--- src/rtl/memory_access_unit_if.sv ---
// Data-memory bus between the MEM stage (master) and the memory (slave).
interface memory_access_unit_if;
    logic        dmem_req;
    logic        dmem_we;
    logic [31:0] dmem_addr;
    logic [3:0]  dmem_be;
    logic [31:0] dmem_wdata;
    logic        dmem_ack;
    logic [31:0] dmem_rdata;

    modport master (
        output dmem_req, dmem_we, dmem_addr, dmem_be, dmem_wdata,
        input  dmem_ack, dmem_rdata
    );

    modport slave (
        input  dmem_req, dmem_we, dmem_addr, dmem_be, dmem_wdata,
        output dmem_ack, dmem_rdata
    );
endinterface

--- src/rtl/memory_access_unit.sv ---
// MEM pipeline stage: word/byte loads and stores over a req/ack data bus,
// stalling upstream while an access is outstanding.
module memory_access_unit #(
    parameter int unsigned TIMEOUT_CYCLES = 16
) (
    input  logic                        clock,
    input  logic                        reset,
    input  logic                        m_mem_read,
    input  logic                        m_mem_write,
    input  logic                        m_mem_byte,
    input  logic                        m_reg_write,
    input  logic                        m_mem_to_reg,
    input  logic [31:0]                 m_alu_result,
    input  logic [31:0]                 m_store_data,
    memory_access_unit_if.master        dmem,
    output logic                        mem_stall,
    output logic                        mem_fault,
    output logic                        w_reg_write,
    output logic                        w_mem_to_reg,
    output logic [31:0]                 w_alu_result,
    output logic [31:0]                 w_mem_data
);

    localparam int unsigned CNT_W = (TIMEOUT_CYCLES > 1) ? $clog2(TIMEOUT_CYCLES) : 1;
    localparam logic [CNT_W-1:0] CNT_LAST = CNT_W'(TIMEOUT_CYCLES - 1);
    localparam bit TIMEOUT_EN = (TIMEOUT_CYCLES != 0);

    localparam logic [0:0] S_IDLE = 1'b0;
    localparam logic [0:0] S_BUSY = 1'b1;

    logic [0:0]       state_q, state_d;
    logic [CNT_W-1:0] cnt_q, cnt_d;
    logic             req_q, req_d;
    logic             we_q, we_d;
    logic [31:0]      addr_q, addr_d;
    logic [3:0]       be_q, be_d;
    logic [31:0]      wdata_q, wdata_d;
    logic             fault_q, fault_d;
    logic             w_reg_write_q, w_reg_write_d;
    logic             w_mem_to_reg_q, w_mem_to_reg_d;
    logic [31:0]      w_alu_result_q, w_alu_result_d;
    logic [31:0]      w_mem_data_q, w_mem_data_d;

    logic             access;
    logic             legal;
    logic [1:0]       lane;
    logic             timeout_hit;
    logic [31:0]      rdata_shifted;

    // Next-state, bus and MEM/WB payload logic.
    always_comb begin
        access        = m_mem_read | m_mem_write;
        legal         = (m_mem_read ^ m_mem_write) &
                        (m_mem_byte | (m_alu_result[1:0] == 2'b00));
        lane          = m_alu_result[1:0];
        timeout_hit   = TIMEOUT_EN && (cnt_q == CNT_LAST);
        rdata_shifted = dmem.dmem_rdata >> {lane, 3'b000};

        state_d        = state_q;
        cnt_d          = cnt_q;
        req_d          = req_q;
        we_d           = we_q;
        addr_d         = addr_q;
        be_d           = be_q;
        wdata_d        = wdata_q;
        fault_d        = 1'b0;
        w_reg_write_d  = m_reg_write;
        w_mem_to_reg_d = m_mem_to_reg;
        w_alu_result_d = m_alu_result;
        w_mem_data_d   = 32'h0;
        mem_stall      = 1'b0;

        case (state_q)
            S_IDLE: begin
                if (access && !legal) begin
                    fault_d        = 1'b1;
                    w_reg_write_d  = 1'b0;
                    w_mem_to_reg_d = 1'b0;
                end else if (access) begin
                    mem_stall     = 1'b1;
                    state_d       = S_BUSY;
                    cnt_d         = '0;
                    req_d         = 1'b1;
                    we_d          = m_mem_write;
                    addr_d        = {m_alu_result[31:2], 2'b00};
                    w_reg_write_d = 1'b0;
                    if (m_mem_write && m_mem_byte) begin
                        be_d    = 4'b0001 << lane;
                        wdata_d = {4{m_store_data[7:0]}};
                    end else begin
                        be_d    = 4'b1111;
                        wdata_d = m_store_data;
                    end
                end
            end
            S_BUSY: begin
                // Ack takes priority over a timeout landing in the same cycle.
                if (dmem.dmem_ack) begin
                    state_d = S_IDLE;
                    req_d   = 1'b0;
                    if (!we_q) begin
                        w_mem_data_d = m_mem_byte ? {24'h0, rdata_shifted[7:0]}
                                                  : dmem.dmem_rdata;
                    end
                end else if (timeout_hit) begin
                    state_d       = S_IDLE;
                    req_d         = 1'b0;
                    fault_d       = 1'b1;
                    w_reg_write_d = 1'b0;
                end else begin
                    mem_stall     = 1'b1;
                    cnt_d         = cnt_q + CNT_W'(1);
                    w_reg_write_d = 1'b0;
                end
            end
            default: state_d = S_IDLE;
        endcase
    end

    always_ff @(posedge clock or negedge reset) begin
        if (!reset) begin
            state_q        <= S_IDLE;
            cnt_q          <= '0;
            req_q          <= 1'b0;
            we_q           <= 1'b0;
            addr_q         <= 32'h0;
            be_q           <= 4'h0;
            wdata_q        <= 32'h0;
            fault_q        <= 1'b0;
            w_reg_write_q  <= 1'b0;
            w_mem_to_reg_q <= 1'b0;
            w_alu_result_q <= 32'h0;
            w_mem_data_q   <= 32'h0;
        end else begin
            state_q        <= state_d;
            cnt_q          <= cnt_d;
            req_q          <= req_d;
            we_q           <= we_d;
            addr_q         <= addr_d;
            be_q           <= be_d;
            wdata_q        <= wdata_d;
            fault_q        <= fault_d;
            w_reg_write_q  <= w_reg_write_d;
            w_mem_to_reg_q <= w_mem_to_reg_d;
            w_alu_result_q <= w_alu_result_d;
            w_mem_data_q   <= w_mem_data_d;
        end
    end

    assign dmem.dmem_req   = req_q;
    assign dmem.dmem_we    = we_q;
    assign dmem.dmem_addr  = addr_q;
    assign dmem.dmem_be    = be_q;
    assign dmem.dmem_wdata = wdata_q;
    assign mem_fault       = fault_q;
    assign w_reg_write     = w_reg_write_q;
    assign w_mem_to_reg    = w_mem_to_reg_q;
    assign w_alu_result    = w_alu_result_q;
    assign w_mem_data      = w_mem_data_q;

endmodule
--- src/flat_wrapper.sv ---
// flat-port wrapper written by rule: the top's interface ports become plain ports
module memory_access_unit_flat 
#(
    parameter int unsigned TIMEOUT_CYCLES = 16
)
  (clock, reset, m_mem_read, m_mem_write, m_mem_byte, m_reg_write, m_mem_to_reg, m_alu_result, m_store_data, mem_stall, mem_fault, w_reg_write, w_mem_to_reg, w_alu_result, w_mem_data, dmem_dmem_req, dmem_dmem_we, dmem_dmem_addr, dmem_dmem_be, dmem_dmem_wdata, dmem_dmem_ack, dmem_dmem_rdata);
  memory_access_unit_if dmem_i ();
  input  logic clock;
  input  logic reset;
  input  logic m_mem_read;
  input  logic m_mem_write;
  input  logic m_mem_byte;
  input  logic m_reg_write;
  input  logic m_mem_to_reg;
  input  logic [31:0] m_alu_result;
  input  logic [31:0] m_store_data;
  output logic mem_stall;
  output logic mem_fault;
  output logic w_reg_write;
  output logic w_mem_to_reg;
  output logic [31:0] w_alu_result;
  output logic [31:0] w_mem_data;
  output wire logic [$bits(dmem_i.dmem_req)-1:0] dmem_dmem_req;
  output wire logic [$bits(dmem_i.dmem_we)-1:0] dmem_dmem_we;
  output wire logic [$bits(dmem_i.dmem_addr)-1:0] dmem_dmem_addr;
  output wire logic [$bits(dmem_i.dmem_be)-1:0] dmem_dmem_be;
  output wire logic [$bits(dmem_i.dmem_wdata)-1:0] dmem_dmem_wdata;
  input wire logic [$bits(dmem_i.dmem_ack)-1:0] dmem_dmem_ack;
  input wire logic [$bits(dmem_i.dmem_rdata)-1:0] dmem_dmem_rdata;
  assign dmem_dmem_req = dmem_i.dmem_req;
  assign dmem_dmem_we = dmem_i.dmem_we;
  assign dmem_dmem_addr = dmem_i.dmem_addr;
  assign dmem_dmem_be = dmem_i.dmem_be;
  assign dmem_dmem_wdata = dmem_i.dmem_wdata;
  assign dmem_i.dmem_ack = dmem_dmem_ack;
  assign dmem_i.dmem_rdata = dmem_dmem_rdata;
  memory_access_unit #(.TIMEOUT_CYCLES(TIMEOUT_CYCLES)) u_core (.clock(clock), .reset(reset), .m_mem_read(m_mem_read), .m_mem_write(m_mem_write), .m_mem_byte(m_mem_byte), .m_reg_write(m_reg_write), .m_mem_to_reg(m_mem_to_reg), .m_alu_result(m_alu_result), .m_store_data(m_store_data), .dmem(dmem_i), .mem_stall(mem_stall), .mem_fault(mem_fault), .w_reg_write(w_reg_write), .w_mem_to_reg(w_mem_to_reg), .w_alu_result(w_alu_result), .w_mem_data(w_mem_data));
endmodule
--- config.mk ---
export PLATFORM = sky130hd
export DESIGN_NAME = memory_access_unit_flat
export DESIGN_NICKNAME = d
export VERILOG_FILES = /design/src/rtl/memory_access_unit_if.sv /design/src/rtl/memory_access_unit.sv /design/src/flat_wrapper.sv
export SDC_FILE = /design/constraint.sdc
export NUM_CORES = 1
export LEC_CHECK = 0
export ABC_AREA = 0
export ABC_CLOCK_PERIOD_IN_PS = 3000
export CAP_MARGIN = 5
export CELL_PAD_IN_SITES_DETAIL_PLACEMENT = 2
export CELL_PAD_IN_SITES_GLOBAL_PLACEMENT = 2
export CORE_ASPECT_RATIO = 1.75
export CORE_MARGIN = 1
export CORE_UTILIZATION = 42
export DETAILED_ROUTE_END_ITERATION = 8
export DONT_BUFFER_PORTS = 1
export HOLD_SLACK_MARGIN = 0.06
export PLACE_DENSITY_LB_ADDON = 0.1
export SLEW_MARGIN = 20
export SYNTH_ARGS = -nofsm -noshare
export SYNTH_HDL_FRONTEND = slang
export SYNTH_SLANG_ARGS = --single-unit
--- constraint.sdc ---
create_clock -name clock -period 3 [get_ports clock]
set_input_delay 0.6 -clock clock [delete_from_list [all_inputs] [get_ports clock]]
set_output_delay 0.6 -clock clock [all_outputs]
set_load 0.03 [all_outputs]
==> summary.md <==
| Metric | Value |
|---|---|
| Clk sinks | 140 |
| Clock Tree Root | clkbuf_16 |
| Reg area | 3503 um^2 |
| Total Routing Usage GR | 0.2323 |
| Critical path cell sequence | inv_1, ha_1, or3b_4, o22ai_1, buf_4 |
| Via density | 5.444 |
| FILL cells | 1,268 |
| First-pass GRT wire length | 22.59 mm |
| DIE WIDTH | 88.07 um |
| Max cap viols | 0 |
| WL met2 | 8.399 mm |
| Max Buffers Root-to-Sink | 2 |
| Standard-cell rows | 54 |
| Final GP Congestion | 0.7511 |
| Post-synthesis compound-gate area fraction | 0.06296 |
| Drt drc | 0 |
| PnR worst setup slack | 0.6548 ns |
| R2R setup slack | 1.04 ns |
| DR iter-0 viols | 103 |
| Final period utilization | 0.7817 |
| Outcome | finished with violations |
| Vias in the first global route | 3,942 |
| Post-Route M1 WL | 4.563 mm |
| Footprint of the multi-input gates | 1683 um^2 |
| Startpoint Class | input port |
| WL/cell | 24.73 um |
| Hpwl dp | 10.79 mm |
| GRT overflow | 0 |
| Mapped Avg Cell Area | 13.22 um^2 |
| R2r endpoint | u_core.dmem.dmem_wdata[24] |
| Failing checks | hold timing |
| DR WL met3 | 1.471 mm |
| Critical path endpoint category | output port |
| Setup CP Type | in2out |
| Die Footprint | 13,440 um^2 |
| Fin util | 0.4926 |
| Maximum vdd drop | 381.9 uV |
| Period minus WS final | 2.345 ns |
| Worst-path clk slew | 0.06 ns |
| Final Hold Viols | 140 |
| CP max-delay cell | or3b_4 |
| Worst-Skew Late Latency | 0.41 ns |
| Post-route ant nets | 0 |
| Worst hold margin | -0.1173 ns |
| Relative slew slack | 0.4354 |
| CP delay by family, top | simple AND/OR/NAND/NOR gates |
| CP arrival | 1.75 ns |
| PwrDens | 974.5 nW/um^2 |
| Port Buffers | 0 |
| Post-CTS Setup Bufs | 0 |
| Drt pass-1 iters | 4 |
| DR top layer | met4 |
| CP required | 2.40 ns |
| Maximum clock frequency | 0.4264 GHz |
| Lkg Pwr | 2.823 nW |
| Final setup viols | 0 |
| Synthesized area | 5445 um^2 |
| Ports | 242 |
| Area Growth Syn to Fin | 13.69% |
| Area share of xor/xnor cells in the synthesized design | 0.001608 |
| Most common cell after layout, fill and taps aside | dfrtp_1 |
| Mux cell area share after synthesis | 0.1512 |
| Slew Viols, Final | 0 |
| Layout cells sized above 1 | 0.2088 |
| Post-Syn Instances | 412 |
| Die Ht | 152.6 um |
| Most frequent cells in the layout | 140 x dfrtp_1, 48 x mux2_2, 40 x a21oi_1 |
| #FFs+latches synth | 140 |
| Initial antenna violation count | 0 |
| Wirelength, routed | 14.81 mm |
| Worst slack at placement | 0.5304 ns |
| Worst r2r src | u_core.state_q |
| Ant diodes | 0 |
| CTS tree | yes |
| Total power | 0.006033 W |
| Post-Synth Simple-Gate Area | 0.08732 |
| Crit path max fanout | 6 |
| H-tree depth | 4 |
| Largest net degree at the start of global routing | 141 |
| RSZ-0062 raised after global routing | no |
| Worst r2r path cells | 5 |
| Core ar. | 12,570 um^2 |
| CTS buffer count | 17 |
| Largest family of logic cells by synthesized area | multiplexers |
| Nets@finish | 524 |
| Fin Setup TNS | 0 ns |
| Hold Path Class | in2async |
| Register area share after synthesis | 0.6434 |
| WP buf/inv | 2 |
| YS warnings | 0 |
| Clock Skew | 0.007256 ns |
| Resized cells post-CTS | 0 |
| Worst path max stage delay | 0.43 ns |
| Yosys cell types | 33 |
| Initial Utilization | 0.4333 |
| Worst-Margin Slew | 0.8448 ns |
| Vias | 3,261 |
| Adder-cell share of the synthesized area | 0.004596 |
per-stage QoR:
step           cells  area (um^2)
3_5_place_dp     567         5590
5_1_grt          599         6191
6_report         599         6191
4_1_cts          599         6191
3_3_place_gp     567         5590
2_1_floorplan    413         5449
report_power, final:
group | total (W) | leakage [nW] | switching [W] | internal (W)
clock | 0.00213 | 0.291 | 0.000874 | 0.00126
sequential | 0.00332 | 1.71 | 0.00106 | 0.00226
combinational | 0.000580 | 0.818 | 0.000264 | 0.000316
total | 0.00603 | 2.82 | 0.00220 | 0.00383
worst register-to-register path: stages, from the launching register on:
cell and delay (ns):
dfrtp_1 0.46, or3b_4 0.47, nor2_8 0.30, buf_12 0.25
buf_4 0.19, mux2i_1 0.22
kinds of logic after synthesis:
kind of cell | after synthesis
compound gates | 64
fa+ha+maj | 2
simple gates | 76
other cells | 1
xor+xnor | 1
buf+inv | 52
flops | 140
mux | 76
cell usage after synthesis:
cell type / count / area (um^2)
a21boi_0: 1 / 7.510
a21oi_1: 40 / 200.2
a22o_1: 1 / 8.760
and2_1: 26 / 162.7
and3_1: 17 / 106.4
buf_12: 1 / 20.02
buf_2: 2 / 10.01
buf_4: 3 / 22.52
buf_6: 5 / 56.30
clkbuf_1: 10 / 37.54
conb_1: 1 / 3.750
dfrtp_1: 140 / 3503
ha_1: 2 / 25.02
inv_1: 31 / 116.4
mux2_1: 2 / 22.52
mux2_2: 48 / 540.5
mux2i_1: 26 / 260.3
nand2_1: 4 / 15.01
nand2b_1: 1 / 6.260
nand3_1: 4 / 20.02
nand3b_1: 1 / 7.510
nor2_1: 2 / 7.510
nor2_8: 1 / 20.02
nor2b_1: 18 / 112.6
o21a_1: 1 / 7.510
o21ai_0: 16 / 80.08
o21ba_2: 1 / 10.01
o21bai_1: 1 / 7.510
o221ai_1: 1 / 8.760
o22ai_1: 2 / 12.51
or3_1: 1 / 6.260
or3b_4: 1 / 11.26
xnor2_1: 1 / 8.760
per-layer routing:
layer	global-route usage	up-vias
met5	0	-
met4	0.08986	0
met3	0.09697	22
met2	0.4323	177
met1	0.2153	1674
li1	-	1388
cell type report:
class                      count  area share
sequential                   140      0.5659
multi-input combinational    221      0.2718
clock buffer                  17     0.06871
timing repair buffer           7     0.01253
clock inverter                15     0.02829
tap                          168     0.03395
inverter                      31     0.01880
worst max path at each step:
stage / slack (ns) / endpoint / cells after the start / from
3_5_place_dp: 0.53 / u_core.dmem.dmem_wdata[24] / 7 / m_mem_read
4_1_cts: 0.66 / mem_stall / 5 / m_mem_read
6_report: 0.65 / mem_stall / 5 / m_mem_read
2_1_floorplan: 0.16 / mem_stall / 5 / m_mem_write
3_3_place_gp: 0.61 / u_core.dmem.dmem_addr[31] / 6 / m_mem_read
5_1_grt: 0.60 / mem_stall / 4 / u_core.cnt_q[0]
No activity file was read; power rests on OpenSTA's default activity.
